[src/rtl/riscv_imm_decode_stage.sv]
// RISC-V immediate decode stage: decodes the immediate and format of an instruction word
// and buffers results in a two-entry skid buffer with valid/ready handshakes on both sides.
module riscv_imm_decode_stage #(
  parameter int XLEN       = 32,
  parameter bit EN_CSR_IMM = 1'b1
) (
  input  logic            clk,
  input  logic            rst,
  input  logic            flush,
  input  logic            in_valid,
  output logic            in_ready,
  input  logic [31:0]     inst,
  output logic            out_valid,
  input  logic            out_ready,
  output logic [XLEN-1:0] imm,
  output logic [2:0]      fmt,
  output logic            illegal,
  output logic [15:0]     illegal_cnt
);

  localparam logic [2:0] FMT_NONE = 3'd0;
  localparam logic [2:0] FMT_I    = 3'd1;
  localparam logic [2:0] FMT_S    = 3'd2;
  localparam logic [2:0] FMT_B    = 3'd3;
  localparam logic [2:0] FMT_U    = 3'd4;
  localparam logic [2:0] FMT_J    = 3'd5;
  localparam logic [2:0] FMT_Z    = 3'd6;

  logic [XLEN-1:0] dec_imm;
  logic [2:0]      dec_fmt;
  logic            dec_ill;

  logic            main_vld_q, main_vld_d;
  logic [XLEN-1:0] main_imm_q, main_imm_d;
  logic [2:0]      main_fmt_q, main_fmt_d;
  logic            main_ill_q, main_ill_d;
  logic            skid_vld_q, skid_vld_d;
  logic [XLEN-1:0] skid_imm_q, skid_imm_d;
  logic [2:0]      skid_fmt_q, skid_fmt_d;
  logic            skid_ill_q, skid_ill_d;
  logic            in_ready_q, in_ready_d;
  logic [15:0]     cnt_q, cnt_d;

  logic            accept;
  logic            deliver;

  // Opcode classification and immediate assembly for the incoming word
  always_comb begin
    dec_fmt = FMT_NONE;
    dec_ill = 1'b0;
    unique case (inst[6:0])
      7'b0010011, 7'b0000011, 7'b1100111, 7'b0001111: dec_fmt = FMT_I;
      7'b0100011:                                     dec_fmt = FMT_S;
      7'b1100011:                                     dec_fmt = FMT_B;
      7'b0110111, 7'b0010111:                         dec_fmt = FMT_U;
      7'b1101111:                                     dec_fmt = FMT_J;
      7'b0011011: begin
        if (XLEN == 64) dec_fmt = FMT_I;
        else            dec_ill = 1'b1;
      end
      7'b1110011: dec_fmt = (EN_CSR_IMM && inst[14]) ? FMT_Z : FMT_I;
      default:    dec_ill = 1'b1;
    endcase

    dec_imm = '0;
    unique case (dec_fmt)
      FMT_I: dec_imm = {{(XLEN-12){inst[31]}}, inst[31:20]};
      FMT_S: dec_imm = {{(XLEN-12){inst[31]}}, inst[31:25], inst[11:7]};
      FMT_B: dec_imm = {{(XLEN-13){inst[31]}}, inst[31], inst[7], inst[30:25], inst[11:8], 1'b0};
      FMT_U: dec_imm = {{(XLEN-31){inst[31]}}, inst[30:12], 12'b0};
      FMT_J: dec_imm = {{(XLEN-21){inst[31]}}, inst[31], inst[19:12], inst[20], inst[30:21], 1'b0};
      FMT_Z: dec_imm = {{(XLEN-5){1'b0}}, inst[19:15]};
      default: dec_imm = '0;
    endcase
  end

  assign accept  = in_valid && in_ready_q;
  assign deliver = main_vld_q && out_ready;

  // Skid buffer next state; the skid entry only fills while main is stalled
  always_comb begin
    main_vld_d = main_vld_q;
    main_imm_d = main_imm_q;
    main_fmt_d = main_fmt_q;
    main_ill_d = main_ill_q;
    skid_vld_d = skid_vld_q;
    skid_imm_d = skid_imm_q;
    skid_fmt_d = skid_fmt_q;
    skid_ill_d = skid_ill_q;
    cnt_d      = cnt_q;

    if (flush) begin
      main_vld_d = 1'b0;
      skid_vld_d = 1'b0;
    end else begin
      if (!main_vld_q || deliver) begin
        if (skid_vld_q) begin
          main_vld_d = 1'b1;
          main_imm_d = skid_imm_q;
          main_fmt_d = skid_fmt_q;
          main_ill_d = skid_ill_q;
          skid_vld_d = 1'b0;
        end else if (accept) begin
          main_vld_d = 1'b1;
          main_imm_d = dec_imm;
          main_fmt_d = dec_fmt;
          main_ill_d = dec_ill;
        end else begin
          main_vld_d = 1'b0;
        end
      end else if (accept) begin
        skid_vld_d = 1'b1;
        skid_imm_d = dec_imm;
        skid_fmt_d = dec_fmt;
        skid_ill_d = dec_ill;
      end

      if (deliver && main_ill_q && (cnt_q != 16'hFFFF)) cnt_d = cnt_q + 16'd1;
    end

    in_ready_d = !skid_vld_d;
  end

  always_ff @(posedge clk) begin
    if (rst) begin
      main_vld_q <= 1'b0;
      main_imm_q <= '0;
      main_fmt_q <= FMT_NONE;
      main_ill_q <= 1'b0;
      skid_vld_q <= 1'b0;
      skid_imm_q <= '0;
      skid_fmt_q <= FMT_NONE;
      skid_ill_q <= 1'b0;
      in_ready_q <= 1'b1;
      cnt_q      <= '0;
    end else begin
      main_vld_q <= main_vld_d;
      main_imm_q <= main_imm_d;
      main_fmt_q <= main_fmt_d;
      main_ill_q <= main_ill_d;
      skid_vld_q <= skid_vld_d;
      skid_imm_q <= skid_imm_d;
      skid_fmt_q <= skid_fmt_d;
      skid_ill_q <= skid_ill_d;
      in_ready_q <= in_ready_d;
      cnt_q      <= cnt_d;
    end
  end

  assign in_ready    = in_ready_q;
  assign out_valid   = main_vld_q;
  assign imm         = main_imm_q;
  assign fmt         = main_fmt_q;
  assign illegal     = main_ill_q;
  assign illegal_cnt = cnt_q;

endmodule
[config.mk]
export PLATFORM = sky130hd
export DESIGN_NAME = riscv_imm_decode_stage
export DESIGN_NICKNAME = d
export VERILOG_FILES = /design/src/rtl/riscv_imm_decode_stage.sv
export SDC_FILE = /design/constraint.sdc
export NUM_CORES = 1
export LEC_CHECK = 0
export ABC_AREA = 1
export CAP_MARGIN = 20
export CORE_MARGIN = 2
export CORE_UTILIZATION = 47
export DETAILED_ROUTE_END_ITERATION = 12
export PLACE_DENSITY = 0.86
export SKIP_CTS_REPAIR_TIMING = 1
export SYNTH_ARGS = -nofsm -noshare
export SYNTH_HDL_FRONTEND = slang
export SYNTH_SLANG_ARGS = --single-unit
[constraint.sdc]
create_clock -name clk -period 1.6 [get_ports clk]
set_clock_uncertainty 0.05 [all_clocks]
set_input_delay 0.32 -clock clk [delete_from_list [all_inputs] [get_ports clk]]
set_output_delay 0.32 -clock clk [all_outputs]
set_load 0.05 [all_outputs]
* Yosys cells after proc, flatten, opt, wreduce, memory -nomap -nowiden *
Cells that the tools add are included.

word-level totals
  RAM bits = 0
  output and inout port bits = 54
  latch bits = 0
  memories = 0
  word-level logic and storage cells = 60
  memory bits (read-only) = 0
  bits of input ports = 37
  register bits = 91

operators by class
  equality and inequality tests = 17
  $mul = 0
  muxes and demuxes = 15
  add/sub/neg operators = 1
  shift operators = 0
  reductions and logical operators = 15
  div/mod/pow operators = 0
  magnitude comparators = 0
  bitwise gates (word level) = 2

operators by type and width
  operator               count
  $pmux 32 s6            1
  $mux 32                2
  $eq 7x7->1 const B     4
  $pmux 3 s6             1
  $add 16x1->16 const B  1
  $ne 16x16->1 const B   1
  $eq 7x5->1 const B     2
  $eq 7x6->1 const B     2
  $reduce_or 10->1       1
  $eq 3x3->1 const B     3
  $mux 3                 3
  $mux 1                 8
  $eq 7x2->1 const B     1
  $eq 7x4->1 const B     1
  $eq 3x2->1 const B     2
  $reduce_and 3->1       2
  $logic_and 1x1->1      4
  $reduce_or 2->1        2
  $reduce_or 4->1        1
  $eq 3x1->1 const B     1
  $logic_not 1->1        2
  $not 1->1              2
  $reduce_and 2->1       1
  $reduce_bool 2->1      1
  $logic_or 1x1->1       1

* Logic depth before layout (Yosys ltp) *
Gate-level depths: netlist (run 1).

  depth after elaboration = 7
  mapped depth = 13
  depth with buffers taken out = 13

* Worst setup path before layout (run 1) *
OpenSTA, ideal clock, no wires.

  path kind = reg-to-reg
  start = register main_vld_q (netlist: out_valid)
  end = register skid_fmt_q[0]
  arrival = 1.752 ns
  setup time = 0.115 ns
  required time = 1.435 ns
  setup slack = -0.317 ns
  cell stages (with the launch flop) = 9
  path buffers = 1
  clock period less this slack = 1.917 ns
  cells stage by stage = dfxtp_1 > inv_1 > nor3_1 > inv_2 > nor3_4 > inv_2 > clkbuf_1 > o21ai_0 > inv_1

between the ends
  cells in the longest elaborated chain, start to end = 4
  elaborated cells between the ends (all ways) = 5
  those cells by class = 1 x bitwise; 4 x reduce/logical

RTL lines
  what                                                  RTL line  source
  start, declared                                       33        logic main_vld_q, main_vld_d;
  start signal, assigned                                137       main_vld_q <= main_vld_d;
  $logic_not 1->1 or $logic_and 1x1->1 (tied branches)  96, 78
  $logic_or 1x1->1 (*)                                  96        if (!main_vld_q || deliver) begin
  $not 1->1 (no line) (*)                               n/a
  $reduce_and 3->1 (no line) (*)                        n/a
  end signal, assigned                                  143       skid_fmt_q <= skid_fmt_d;
  end, declared                                         39        logic [2:0] skid_fmt_q, skid_fmt_d;

Every way passes the cells marked *; elsewhere a longest branch is shown, timed or not.
A chain may end at the register's enable or synchronous reset.

* Final worst setup path (run 1) *
  start = register cnt_q[5] (netlist: illegal_cnt[5])
  end = register cnt_q[3] (netlist: illegal_cnt[3])

between the ends
  cells in the longest elaborated chain, start to end = 3

RTL lines
  what                        RTL line  source
  start, declared             42        logic [15:0] cnt_q, cnt_d;
  start signal, assigned      146       cnt_q <= cnt_d;
  $ne 16x16->1                118       if (deliver && main_ill_q && (cnt_q != 16'hFFFF)) cnt_d = cnt_q + 16'd1;
  $logic_and 1x1->1           118
  $reduce_and 2->1 (no line)  n/a

No other way between the ends.

==> flow_metrics.py, run 1 <==
metrics = {
    "run_status": {
        "violations": "setup timing",
        "status": "complete, but fails checks",
    },
    "global_route": {
        "grt_max_degree": 60,
        "grt.total_usage": 0.265,
        "grt_remaining_overflow": 0,
        "grt_pass1_vias": 5137,
        "antenna_found_initial": 0,
        "grt_pass1_wl_mm": 23.8,
    },
    "die": {
        "row_count": 36,
        "core_mm2": 0.00977,
        "pin_count": 91,
        "dieArea_mm2": 0.0109,
        "start_util": 0.483,
        "die_w_um": 104,
        "fp.dieH_um": 104,
    },
    "worst_setup_path": {
        "critPathArrivalTime_ns": 1.93,
        "slowest_delay_ns": 0.37,
        "timing.rr.end": "illegal_cnt[3]",
        "cp_cell_sequence": "nand2_4, nor2_4, nand2_2, nor2_2, nand4_1, nand2_4, buf_4, o21ai_0, nor3b_1",
        "worstSetupStartpoint": "illegal_cnt[5]",
        "path_common_cell": "nand2_4",
        "rr_worst_depth": 9,
        "start_kind": "register",
        "worstPathMaxFanout": 6,
        "crit_path_end_kind": "register",
        "r2r_slack_ns": -0.11,
        "slowest_stage": "dfxtp_4",
        "required_ns": 1.82,
        "critPathKind": "register to register",
        "endpoint": "illegal_cnt[3]",
        "r2r_start": "illegal_cnt[5]",
    },
    "pwr": {
        "seqPwrFrac": 0.513,
        "fin_total_pwr_mw": 4.50,
        "power.density_mw_per_mm2": 599,
        "p_comb_frac": 0.146,
        "clkPwrFrac": 0.341,
        "leakagePower_nw": 3.34,
        "switching_power_mw": 1.33,
        "internal_power_mw": 3.17,
        "switching_share": 0.296,
        "ir_drop_uv": 483,
    },
    "hold_path": {
        "min_from": "rst",
        "min_path_cells": 2,
        "worst_hold_path_type": "input port to register",
    },
    "clock_network": {
        "cts-buffers-inserted": 9,
        "clockRootBuffer": "clkbuf_8",
        "cts_tree": "yes",
        "insertion_delay_ns": 0.38,
        "h-tree-depth": 3,
        "clk_pin_slew_worst_paths_ns": 0.10,
        "cts_sinks": 91,
        "cts_buffer_depth": 2,
    },
    "synth": {
        "synth-edff-count": 0,
        "async_flop_share": 0,
        "synth_top_area_cell": "dfxtp_1",
        "syn_area_mm2": 0.00472,
        "synth_top_area_share": 0.386,
        "yosys-top-cells-area": "dfxtp_1 39%, a21oi_1 11%, nand2_1 11%",
        "post-synth-top-count-cell": "nand2_1",
        "synth_common_cells": "133 x nand2_1, 103 x a21oi_1, 91 x dfxtp_1",
        "syn_area_per_cell_um2": 6.79,
        "synth_cell_types": 36,
        "synth_flop_cell": "dfxtp_1",
        "synth_seq_area_share": 0.386,
        "yosysWarnings": 0,
        "netlist_instances": 696,
        "syn_nets": 734,
        "synth-seq-cells": 91,
    },
    "timing": {
        "fin_ws_ns": -0.108,
        "worst_slew_pin_slew_ns": 0.338,
        "max_freq_ghz": 0.586,
        "slew_headroom": 0.773,
        "rsz0062_at_grt": "yes",
        "slew_violations": 0,
        "setup_viol": 21,
        "fin_crit_sh": 1.07,
        "period_needed_ns": 1.71,
        "hold_viol_final": 0,
    },
    "layout": {
        "final_area_mm2": 0.00751,
        "area_growth_pct": 59.1,
        "drive_gt1_frac": 0.310,
        "n_antenna_cell": 0,
        "nNetsFinal": 900,
        "fill_cells": 607,
    },
    "routing": {
        "wl_per_cell_um": 17.5,
        "ant_nets": 0,
        "vias_per_cell": 5.80,
        "drt_first_pass_iters": 7,
        "drt-total-wl_mm": 17.5,
        "drc_errors": 0,
        "drt_iter0_drc": 671,
        "num_vias": 5802,
    },
    "placement": {
        "io_buffers": 90,
        "dp_hpwl_mm": 10.6,
        "gp_congestion": 0.975,
        "post_dp_cell_area_mm2": 0.00685,
    },
    "flow_run": {
        "drv_cap": 0,
    },
}
==> layer usage <==
layer	share of wire	track usage
met1	0.36	0.329
met2	0.48	0.450
met3	0.10	0.0508
met4	0.055	0.110
met5	0	0
==> state kept, by name, indices dropped and copies added, names as in the netlist <==
name,count
skid_vld_q,1
skid_imm_q,32
fmt,3
in_ready,1
skid_ill_q,1
illegal_cnt,16
skid_fmt_q,3
imm,32
illegal,1
out_valid,1
==> power groups by stage <==
stage | clock network (mW) | registers (mW) | logic, mW
after floorplan | 0 | 2.41 | 0.218
after global placement | 0 | 2.36 | 0.557
after detailed placement | 0 | 2.36 | 0.572
after CTS | 1.52 | 2.31 | 0.575
after global routing | 1.63 | 2.31 | 0.688
final | 1.53 | 2.31 | 0.657
==> stage by stage <==
step | cells | setup TNS, ns | utilization | hold WS (ns) | worst slack, ns
detailed placement | 963 | -43.81 | 0.701 | 0.441 | -0.642
finish | 1000 | -0.947 | 0.769 | 0.229 | -0.108
floorplan | 696 | -0.0202 | - | 0.415 | -0.00404
global route | 1000 | -2.87 | 0.769 | 0.235 | -0.242
CTS | 979 | -12.08 | 0.719 | 0.215 | -0.253
global placement | 963 | -38.28 | 0.701 | 0.427 | -0.548
==> layout make-up <==
cell class | instances | area, µm² | area share
Clock buffer | 9 | 124 | 0.0165
Clock inverter | 7 | 58.8 | 0.00783
Sequential cell | 91 | 1860 | 0.248
Inverter | 99 | 382 | 0.0508
Tap cell | 133 | 166 | 0.0221
Timing Repair Buffer | 192 | 2350 | 0.313
Multi-Input combinational cell | 469 | 2570 | 0.342
==> cell usage in the layout, fill, tap and decap left out, types with 2 or more instances in the layout <==
cell	count
nand2_2	11
dfxtp_2	9
nor2_4	5
nand4_1	29
and2_4	3
nand3_1	33
o21ai_0	38
nor3b_1	4
nor3_2	4
dlymetal6s2s_1	7
a21oi_1	98
o21bai_1	2
nor4_1	2
o21a_1	2
buf_4	81
clkbuf_8	9
nand2_1	124
xor2_1	2
inv_1	87
buf_8	3
a21oi_2	15
buf_6	12
inv_2	9
dfxtp_1	74
dfxtp_4	8
clkbuf_16	2
clkbuf_2	2
inv_6	4
nand2_4	8
nor3_4	2
buf_12	57
nor2_1	44
clkdlybuf4s50_1	26
nor2_2	7
o21ai_1	5
a21o_1	6
nor3_1	8
o211ai_1	4
inv_4	2
==> critical path: cells and delay by family (launching register included) <==
kind	cells	cell delay [ns]
buf+inv	1	0.16
flops	1	0.37
compound gates	1	0.10
simple gates	7	0.91
==> cell families after synthesis <==
logic type                 Yosys count  share of synthesized area
and+or+nand+nor                    288                      0.285
DFF                                 91                      0.386
buffers and inverters              140                      0.120
adders and majority gates            1                    0.00265
xor gates and xnor gates             3                    0.00556
AOI/OAI and AO/OA                  173                      0.201
==> worst min-delay path by stage <==
stage | endpoint | slack (ns)
after global placement | skid_imm_q[0] | 0.43
final | out_valid | 0.23
after floorplan | skid_fmt_q[2] | 0.41
after global routing | out_valid | 0.24
after detailed placement | skid_imm_q[0] | 0.44
after CTS | out_valid | 0.21
Note: power is estimated with default switching activity, not from simulation.
==> inputs of run 2 (changes only) <==
- CELL_PAD_IN_SITES_DETAIL_PLACEMENT: default -> 1
- CELL_PAD_IN_SITES_GLOBAL_PLACEMENT: default -> 2
- CORE_UTILIZATION: 47 -> 26
- CTS_BUF_LIST: default -> sky130_fd_sc_hd__clkbuf_4 sky130_fd_sc_hd__clkbuf_8
- PLACE_DENSITY: 0.86 -> 0.87
- SLEW_MARGIN: default -> 20
==> flow_metrics.py, run 2 (synthesized netlist as in run 1, its figures left out) <==
metrics = {
    "routing": {
        "vias_per_cell": 4.77,
        "ant_nets": 0,
        "wl_per_cell_um": 15.4,
        "drt-total-wl_mm": 16.7,
        "drt_first_pass_iters": 4,
        "drt_iter0_drc": 227,
        "num_vias": 5175,
        "drc_errors": 0,
    },
    "global_route": {
        "grt_max_degree": 39,
        "grt_remaining_overflow": 0,
        "grt_pass1_vias": 5255,
        "grt_pass1_wl_mm": 26.8,
        "grt.total_usage": 0.172,
        "antenna_found_initial": 0,
    },
    "clock_network": {
        "insertion_delay_ns": 0.39,
        "clk_pin_slew_worst_paths_ns": 0.10,
        "cts_sinks": 91,
        "cts_buffer_depth": 2,
        "cts-buffers-inserted": 9,
        "h-tree-depth": 3,
        "clockRootBuffer": "clkbuf_8",
        "cts_tree": "yes",
    },
    "die": {
        "start_util": 0.264,
        "fp.dieH_um": 139,
        "die_w_um": 139,
        "row_count": 49,
        "dieArea_mm2": 0.0193,
        "pin_count": 91,
        "core_mm2": 0.0179,
    },
    "pwr": {
        "fin_total_pwr_mw": 4.59,
        "ir_drop_uv": 465,
        "power.density_mw_per_mm2": 604,
        "leakagePower_nw": 3.35,
    },
    "worst_setup_path": {
        "slowest_delay_ns": 0.39,
        "critPathArrivalTime_ns": 1.83,
        "path_buf_inv": 1,
        "path_common_cell": "nand4_1",
        "crit_path_end_kind": "register",
        "slowest_stage": "dfxtp_2",
        "r2r_slack_ns": 0.02,
        "path_delay_family": "simple AND/OR/NAND/NOR gates",
        "start_kind": "register",
        "worstPathMaxFanout": 7,
        "cp_cell_sequence": "nand4_1, nor2_2, nand4_1, nand2_4, inv_6, nand4_1, nor2_1, nor3b_1",
        "required_ns": 1.85,
        "critPathKind": "register to register",
    },
    "timing": {
        "slew_violations": 0,
        "rsz0062_at_grt": "yes",
        "setup_viol": 0,
        "fin_crit_sh": 0.986,
        "hold_viol_final": 0,
        "slew_headroom": 0.755,
        "max_freq_ghz": 0.634,
        "worst_slew_pin_slew_ns": 0.367,
        "period_needed_ns": 1.58,
    },
    "flow_run": {
        "drv_cap": 0,
    },
    "layout": {
        "nNetsFinal": 889,
        "mostFrequentLayoutCell": "nand2_1",
        "area_growth_pct": 60.7,
        "drive_gt1_frac": 0.313,
        "stdcell_count": 1085,
        "final_cell_mix": "122 x nand2_1, 96 x a21oi_1, 88 x inv_1",
        "n_antenna_cell": 0,
    },
    "hold_path": {
        "worst_hold_path_type": "input port to register",
    },
    "placement": {
        "dp_hpwl_mm": 12.3,
        "io_buffers": 90,
        "gp_congestion": 0.905,
        "placed_cells": 1058,
    },
    "run_status": {
        "status": "completed",
    },
}
-- run 2: cell count changes in the layout (fill, tap and decap cells not counted), sizes merged, moves of 2 or more --
cell and delta:
clkbuf -2, inv -4, buf -6, dlymetal6s2s +4, clkdlybuf4s50 -2
-- run 2: per-layer routing --
metal	wire length, µm	GRT usage	vias up
li1	-	-	2595
met1	7890	0.228	2444
met2	7810	0.280	107
met3	621	0.0318	29
met4	410	0.0622	0
met5	0	0	-
-- run 2: stage by stage --
step	utilization	setup slack [ns]	hold WS (ns)	cell area [µm²]	TNS, ns
finish	0.424	0.0224	0.311	7590	0
global placement	0.391	-0.631	0.431	7000	-44.83
detailed placement	0.391	-0.762	0.436	7000	-49.87
floorplan	-	-0.00404	0.415	4780	-0.0202
CTS	0.402	-0.344	0.289	7200	-13.65
global route	0.424	-0.121	0.325	7590	-0.679
-- run 2: worst paths after layout --
check                                  endpoint           start  cells after the start
worst max-delay path            illegal_cnt[14]  illegal_cnt[6]                      8
worst max register to register  illegal_cnt[14]  illegal_cnt[6]                      8
worst min-delay path             illegal_cnt[9]             rst                      3
worst min register to register          imm[27]         imm[27]                      2
-- run 2: final cells by class --
class / count / area, µm²
clock buffer: 12 / 146
clock inverter: 4 / 51.3
fill: 2147 / 10300
inverter: 99 / 382
multi-input combinational: 467 / 2590
sequential: 91 / 1860
tap: 229 / 287
timing repair buffer: 183 / 2280
-- run 2: worst register-to-register path: stages, from the launching register on --
cell,delay (ns)
dfxtp_2,0.39
nand4_1,0.17
nor2_2,0.12
nand4_1,0.14
nand2_4,0.18
inv_6,0.06
nand4_1,0.12
nor2_1,0.06
nor3b_1,0.20
-- run 2: power breakdown --
group          total, mW  switching, mW  internal [mW]
registers           2.31         0.0236           2.28
clock network       1.66          0.886          0.777
logic              0.619          0.342          0.277
total               4.59           1.25           3.34
==> inputs of run 3 (changes only) <==
- CORE_UTILIZATION: 26 -> 29
- PLACE_DENSITY: 0.87 -> 0.92
- clock period: 1.6 -> 1.7 ns (I/O delays scaled with it)
==> flow_metrics.py, run 3 (synthesized netlist as in run 1, its figures left out) <==
metrics = {
    "pwr": {
        "fin_total_pwr_mw": 4.25,
        "seqPwrFrac": 0.511,
        "ir_drop_uv": 322,
        "power.density_mw_per_mm2": 631,
        "switching_power_mw": 1.14,
        "clkPwrFrac": 0.360,
        "p_comb_frac": 0.129,
        "internal_power_mw": 3.11,
        "leakagePower_nw": 3.08,
        "switching_share": 0.269,
    },
    "timing": {
        "worst_slew_pin_slew_ns": 0.362,
        "fin_crit_sh": 0.969,
        "period_needed_ns": 1.65,
        "setup_viol": 0,
        "hold_viol_final": 0,
        "hold_slack_ns": 0.379,
        "slew_violations": 0,
        "max_freq_ghz": 0.607,
        "slew_headroom": 0.759,
    },
    "routing": {
        "met1Wirelength_mm": 7.59,
        "highest_layer": "met4",
        "drt-total-wl_mm": 16.5,
        "ant_nets": 0,
        "vias_per_cell": 4.89,
        "wl_met2_mm": 7.95,
        "wl_per_cell_um": 15.6,
        "drt_iter0_drc": 194,
        "wl_met3_um": 693,
        "num_vias": 5156,
        "drc_errors": 0,
        "drt_first_pass_iters": 4,
    },
    "global_route": {
        "grt_pass1_wl_mm": 25.9,
        "antenna_found_initial": 0,
        "grt_max_degree": 70,
        "grt.total_usage": 0.185,
        "grt_remaining_overflow": 0,
        "grt_pass1_vias": 5107,
    },
    "clock_network": {
        "cts-buffers-inserted": 9,
        "clockRootBuffer": "clkbuf_8",
        "clk_pin_slew_worst_paths_ns": 0.09,
        "h-tree-depth": 3,
        "cts_buffer_depth": 2,
        "cts_tree": "yes",
        "cts_sinks": 91,
        "insertion_delay_ns": 0.39,
    },
    "worst_setup_path": {
        "endpoint": "skid_imm_q[18]",
        "critPathArrivalTime_ns": 1.94,
        "path_delay_family": "buffers and inverters",
        "cp_num_cells": 9,
        "cp_cell_sequence": "clkdlybuf4s50_1, nor3_2, inv_2, nor3_4, inv_2, buf_12, a21oi_1, nand2_1, inv_1",
        "path_common_cell": "inv_2",
        "r2r_slack_ns": 0.13,
        "timing.rr.end": "skid_imm_q[18]",
        "required_ns": 1.99,
        "path_buf_inv": 5,
        "crit_path_end_kind": "register",
        "slowest_delay_ns": 0.47,
        "slowest_stage": "clkdlybuf4s50_1",
        "start_kind": "input port",
        "worstSetupStartpoint": "out_ready",
        "rr_worst_depth": 9,
        "r2r_start": "out_valid",
        "critPathKind": "input port to register",
        "worstPathMaxFanout": 22,
    },
    "layout": {
        "final_cell_mix": "127 x nand2_1, 112 x buf_4, 96 x a21oi_1",
        "final_util": 0.424,
        "fill_cells": 2031,
        "area_growth_pct": 42.6,
        "nNetsFinal": 872,
        "mostFrequentLayoutCell": "nand2_1",
        "drive_gt1_frac": 0.272,
        "n_antenna_cell": 0,
    },
    "die": {
        "start_util": 0.297,
        "dieArea_mm2": 0.0173,
        "core_mm2": 0.0159,
        "die_w_um": 132,
        "row_count": 46,
        "fp.dieH_um": 132,
        "pin_count": 91,
    },
    "placement": {
        "gp_congestion": 0.835,
        "dp_hpwl_mm": 11.6,
        "io_buffers": 90,
    },
    "hold_path": {
        "worst_hold_path_type": "input port to register",
    },
    "flow_run": {
        "drv_cap": 0,
    },
    "run_status": {
        "status": "completed",
    },
}
run 3: changes by cell type in the layout (fill, tap and decap cells not counted), moves of 4 or more:
cell     change
dfxtp_4      -6
buf_4       +36
nand2_1      +5
nor2_1       +6
buf_12      -49
nor2_2       -5
buf_6        -4
nand2_2      -4
run 3: power by group through the flow:
stage / sequential, mW / clock [mW] / combinational [mW]
final: 2.17 / 1.53 / 0.547
after global routing: 2.18 / 1.69 / 0.592
after CTS: 2.17 / 1.58 / 0.517
after detailed placement: 2.22 / 0 / 0.514
after global placement: 2.22 / 0 / 0.509
after floorplan: 2.28 / 0 / 0.204
run 3: final cells by class:
class | instances | area [µm²] | share of cell area
inverters | 99 | 377 | 0.0559
clock buffers | 11 | 145 | 0.0215
repair buffers | 166 | 1550 | 0.229
well taps | 216 | 270 | 0.0401
clock inverters | 5 | 52.6 | 0.00780
flip-flops and latches | 91 | 1840 | 0.274
multi-input cells | 467 | 2500 | 0.371
run 3: worst min-delay path by stage:
stage	depth (start not counted)	from	endpoint	slack, ns
after floorplan	2	skid_fmt_q[2]	skid_fmt_q[2]	0.41
after global placement	2	imm[10]	imm[10]	0.40
after detailed placement	2	imm[21]	imm[21]	0.41
after CTS	3	rst	imm[21]	0.41
after global routing	4	flush	out_valid	0.42
final	4	flush	out_valid	0.38
run 3: layer usage:
| metal | global-route usage | vias up |
|---|---|---|
| li1 | - | 2554 |
| met5 | 0 | - |
| met3 | 0.0355 | 15 |
| met2 | 0.316 | 110 |
| met1 | 0.239 | 2477 |
| met4 | 0.0519 | 0 |
run 3: through the flow:
stage	instances	setup WS [ns]	cell area, µm²	setup TNS, ns
2_1_floorplan	696	0.0103	4750	0
3_3_place_gp	1031	-0.538	6240	-36.73
3_5_place_dp	1031	-0.585	6240	-38.47
4_1_cts	1047	-0.199	6440	-6.61
5_1_grt	1055	-0.00709	6740	-0.00844
6_report	1055	0.0527	6740	0
run 3: worst reg2reg max path, cell delays in order (launching register included):
cell and delay [ns]:
dfxtp_4 0.37, inv_1 0.06, nor3_2 0.14, inv_2 0.08, nor3_4 0.21, inv_2 0.09
buf_12 0.17, a21oi_1 0.18, nand2_1 0.11, inv_1 0.07
